`config.mk`:
```
export PLATFORM = sky130hd
export DESIGN_NAME = irq_ctrl
export DESIGN_NICKNAME = d
export VERILOG_FILES = /design/src/rtl/irq_ctrl.sv
export SDC_FILE = /design/constraint.sdc
export NUM_CORES = 1
export LEC_CHECK = 0
export ABC_AREA = 0
export ABC_CLOCK_PERIOD_IN_PS = 4950
export CORE_UTILIZATION = 45
export CTS_BUF_LIST = sky130_fd_sc_hd__clkbuf_16
export DETAILED_ROUTE_END_ITERATION = 10
export DONT_BUFFER_PORTS = 1
export PLACE_DENSITY = 0.63
export SLEW_MARGIN = 20
export SYNTH_ARGS = -nofsm -noshare
export SYNTH_HDL_FRONTEND = slang
export SYNTH_SLANG_ARGS = --single-unit
```
`constraint.sdc`:
```
create_clock -name wb_clk -period 4.95 [get_ports wb_clk]
set_input_delay 0.99 -clock wb_clk [delete_from_list [all_inputs] [get_ports wb_clk]]
set_output_delay 0.99 -clock wb_clk [all_outputs]
set_load 0.1 [all_outputs]
```
`src/rtl/irq_ctrl.sv`:
```
// Wishbone-mapped interrupt controller: per-channel edge/level mode, polarity, software set, priority CLAIM.
// Optional macro IRQ_SYNC_EN adds a two-flop input synchronizer ahead of the polarity/edge logic.
module irq_ctrl #(
  parameter int unsigned ADDR   = 0,
  parameter int unsigned ADDR_W = 8,
  parameter int unsigned N_IRQ  = 8
) (
  input  logic             wb_clk,
  input  logic             wb_rst,
  input  logic [31:0]      wb_dbus_adr,
  input  logic [31:0]      wb_dbus_dat,
  input  logic             wb_dbus_we,
  input  logic             wb_dbus_cyc,
  output logic             ack,
  output logic [31:0]      rdt,
  input  logic [N_IRQ-1:0] irq_in,
  output logic             irq,
  output logic [4:0]       claim_id
);
  localparam logic [ADDR_W-1:0] SEL_VAL = ADDR_W'(ADDR);
  localparam int unsigned PAD = 32 - N_IRQ;

  logic             ack_reg;
  logic [31:0]      rd_data_reg;
  logic [N_IRQ-1:0] enable_reg, mode_reg, pol_reg, pend_reg, prev_reg;
  logic [N_IRQ-1:0] pend_next, irq_src, cond, rise, pend_eff, act;
  logic [N_IRQ-1:0] wdat;
  logic [3:0]       reg_idx;
  logic             sel, stb, wr, rd, claim_rd;
  logic [31:0]      rd_word;
  logic             unused_bits;

  assign sel     = wb_dbus_cyc & (wb_dbus_adr[31:32-ADDR_W] == SEL_VAL);
  assign stb     = sel & ~ack_reg;
  assign wr      = stb & wb_dbus_we;
  assign rd      = stb & ~wb_dbus_we;
  assign reg_idx = wb_dbus_adr[5:2];
  assign wdat    = wb_dbus_dat[N_IRQ-1:0];
  assign claim_rd = rd & (reg_idx == 4'd8);
  assign unused_bits = ^{wb_dbus_adr, wb_dbus_dat};

`ifdef IRQ_SYNC_EN
  logic [N_IRQ-1:0] sync1_reg, sync2_reg;
  always_ff @(posedge wb_clk) begin
    if (wb_rst) begin
      sync1_reg <= '0;
      sync2_reg <= '0;
    end else begin
      sync1_reg <= irq_in;
      sync2_reg <= sync1_reg;
    end
  end
  assign irq_src = sync2_reg;
`else
  assign irq_src = irq_in;
`endif

  assign cond     = irq_src ^ pol_reg;
  assign rise     = cond & ~prev_reg;
  // Level channels report the conditioned input directly; their pend flop stays 0.
  assign pend_eff = (pend_reg & ~mode_reg) | (cond & mode_reg);
  assign act      = pend_eff & enable_reg;
  assign irq      = |act;

  always_comb begin
    claim_id = 5'd0;
    for (int i = N_IRQ - 1; i >= 0; i--) begin
      if (act[i]) claim_id = 5'(i + 1);
    end
  end

  // Set beats clear when both hit the same bit in one cycle.
  for (genvar gi = 0; gi < N_IRQ; gi++) begin : g_pend
    logic set_b, clr_b;
    assign set_b = ~mode_reg[gi] & (rise[gi] | (wr & (reg_idx == 4'd9) & wdat[gi]));
    assign clr_b = (wr & (reg_idx == 4'd2) & wdat[gi]) | (claim_rd & (claim_id == 5'(gi + 1)));
    assign pend_next[gi] = ~mode_reg[gi] & (set_b | (pend_reg[gi] & ~clr_b));
  end

  always_comb begin
    rd_word = 32'd0;
    case (reg_idx)
      4'd0: rd_word = {{PAD{1'b0}}, enable_reg};
      4'd1: rd_word = {{PAD{1'b0}}, pend_eff};
      4'd3: rd_word = {{PAD{1'b0}}, cond};
      4'd6: rd_word = {{PAD{1'b0}}, mode_reg};
      4'd7: rd_word = {{PAD{1'b0}}, pol_reg};
      4'd8: rd_word = (claim_id != 5'd0) ? {1'b1, 26'd0, claim_id - 5'd1} : 32'd0;
      default: rd_word = 32'd0;
    endcase
  end

  always_ff @(posedge wb_clk) begin
    if (wb_rst) begin
      ack_reg     <= 1'b0;
      rd_data_reg <= 32'd0;
      enable_reg  <= '0;
      mode_reg    <= '0;
      pol_reg     <= '0;
      pend_reg    <= '0;
      prev_reg    <= irq_in;
    end else begin
      ack_reg  <= stb;
      pend_reg <= pend_next;
      prev_reg <= cond;
      if (rd) rd_data_reg <= rd_word;
      if (wr) begin
        case (reg_idx)
          4'd0: enable_reg <= wdat;
          4'd4: enable_reg <= enable_reg | wdat;
          4'd5: enable_reg <= enable_reg & ~wdat;
          4'd6: mode_reg   <= wdat;
          4'd7: pol_reg    <= wdat;
          default: ;
        endcase
      end
    end
  end

  assign ack = ack_reg;
  assign rdt = (ack_reg & ~wb_dbus_we) ? rd_data_reg : 32'd0;
endmodule

```
==> flow_summary.toml <==
[min_path]
hp-class = "reg -> reg"
hp-start = "rd_data_reg[4]"

[power_and_ir_drop]
power-per-cell-area_nw_per_um2 = 285.2
vdd_drop_max_v = 0.0001145
design_power_total_uw = 941.2
leakagePower_nw = 1.058

[synth]
async_reset_ff_frac = 0
synth_common_cells = "50 x dfxtp_1, 47 x nand2_1, 44 x a21oi_1"
ys_warn_count = 0
synth.most_common_cell = "dfxtp_1"
yosys-top-cells-area = "dfxtp_1 32%, a21oi_1 7.0%, xnor2_1 7.0%"
synth-compound-area-share = 0.2374
synth_adder_area_share = 0
ys_ff_latch = 50
syn-mean-instance-area_sq_um = 7.925
synth_edf_count = 0
muxShareOfSynthArea = 0.02558
ys_types = 54
synth_top_area_share = 0.3197
yosysTopAreaCell = "dfxtp_1"
syn_inst = 395
synth_top_family_by_area = "simple AND/OR/NAND/NOR gates"
yosysSeqAreaShare = 0.3197
yosys.area_share.simple = 0.2674
synth_xor_area_frac = 0.06994
synth_area_sq_um = 3131
synthFlopType = "dfxtp_1"

[clocking]
cts.sinks = 50
hold_buffers = 0
cts.repair.resized = 0
cts_made_buffers = 5
cts.clk_slew.worst_paths_ps = 70
cts_root_buffer = "clkbuf_16"
clk_path_buf_depth = 2
clk_latency_ps = 290
cts_max_level = 2
cts_tree = "yes"
cts_setup_buffers = 0

[run]
max_cap_viol_count = 0

[status]
outcome = "complete, no violations"

[layout]
largest_reg_flops = 9
area_growth_pct = 5.436
final_nets = 464
fillers = 673
antennaDiodeCount = 0
drive_gt1_frac = 0.09769

[floorplanning]
ios = 115
start_util = 0.4633
core_area_sq_um = 6756
placementRows = 30
dieArea_sq_um = 7294
fp.dieH_um = 85.41
die_x_um = 85.41

[setup_path]
cp.required_ps = 3960
crit_arrival_ps = 2690
worst_setup_path_start_kind = "input pin"
critical_path_class = "in -> out"
r2r-start = "ack"
end_kind = "output port"
worstPathMaxFanout = 4
critPathLaunch = "irq_in[5]"

[global_routing]
grt_start_max_net_pins = 52
antenna_found_initial = 0
grt-ovfl-total = 0
grt.total_usage = 0.2302
grt_pass1_wl_um = 12830
grt_pass1_vias = 2460

[placed_design]
io_buffers = 0
dp_hpwl_um = 5725
place_congestion = 0.8895

[timing]
setup_viol = 0
max_freq_ghz = 0.2715
grt_setup_unrepaired = "no"
hold_viol_final = 0
timing.final.crit_share = 0.7441
finClkSkew_ps = 4.612
tns_ps = 0
drv_slew = 0
tightest_slew_ps = 1147
max_slew_margin = 0.2291
period_minus_slack_ps = 3683

[detailed_routing]
vias = 2729
ant_nets = 0
drc = 0
drtIter0Drc = 237
routed_via_density = 5.819
wl_per_cell_um = 17.30
drt-total-wl_um = 8116
drtPass1Iterations = 4
worst max-delay path, cell delays in order:
cell and delay (ps):
xnor2_1 280, a21oi_2 140, nand2b_1 180, a221o_1 390, nand2_1 710
cells in the final DEF, fill, tap and decap left out, types with 2 or more instances in the layout:
master,Yosys,routed
a221oi_1,2,2
nor4_4,4,4
clkbuf_16,0,5
xnor2_1,25,25
a21oi_2,4,4
nor4b_4,1,2
a211oi_1,8,8
nand2_1,47,47
nor2_1,41,38
or2_2,4,4
or4_1,2,2
o22ai_1,7,7
nand2b_1,12,12
o41ai_1,2,2
dfxtp_1,50,50
o211ai_1,2,2
nor3_1,4,3
or3b_2,2,2
nand3b_1,2,2
mux2i_1,8,8
nand4_1,2,2
conb_1,1,24
nor2_2,0,3
a21oi_1,44,44
nor2b_1,11,11
and2_1,9,9
a22oi_1,6,6
a32oi_1,2,2
a21boi_0,3,3
a311oi_1,2,2
buf_4,24,4
o21ai_0,24,24
nand3_1,3,3
worst paths after layout:
| path | to | slack (ps) | cells after the start |
|---|---|---|---|
| worst max-delay path | claim_id[0] | 1270 | 5 |
| worst min-delay path | rd_data_reg[4] | 440 | 2 |
| worst max register to register | pol_reg[3] | 2120 | 5 |
| worst min register to register | rd_data_reg[4] | 440 | 2 |
logic make-up after synthesis:
| family | after synthesis |
|---|---|
| AOI/OAI and AO/OA | 119 |
| and+or+nand+nor | 151 |
| buffers and inverters | 41 |
| other | 1 |
| muxes | 8 |
| xor gates and xnor gates | 25 |
| DFF | 50 |
layer usage:
layer  share of wire  track usage
met5               0            0
met4           0.023      0.08333
met3           0.084      0.04377
met2            0.45       0.3644
met1            0.45       0.3122
cell type report:
cell class | instances | area [sq um] | share of cell area
multi-input combinational | 327 | 1997 | 0.6050
sequential | 50 | 1001 | 0.3033
clock buffer | 5 | 125.1 | 0.03791
tap | 80 | 100.1 | 0.03033
clock inverter | 3 | 47.55 | 0.01440
timing repair buffer | 4 | 30.03 | 0.009098
per-stage QoR:
stage	instance area, sq um	hold slack, ps	cells	worst slack [ps]	util
floorplan	3217	427.3	418	846.3	-
global placement	3123	431.1	461	1256	0.4622
detailed placement	3128	435.7	461	1284	0.4630
CTS	3301	445.7	469	1278	0.4885
global route	3301	459.3	469	1182	0.4885
finish	3301	442.3	469	1267	0.4885
power by group:
group          switching, mW  internal [mW]  total, mW
clock                  0.159          0.241      0.400
combinational          0.103         0.0244      0.128
sequential           0.00387          0.410      0.414
total                  0.266          0.676      0.941
Note: power is estimated with default switching activity, not from simulation.
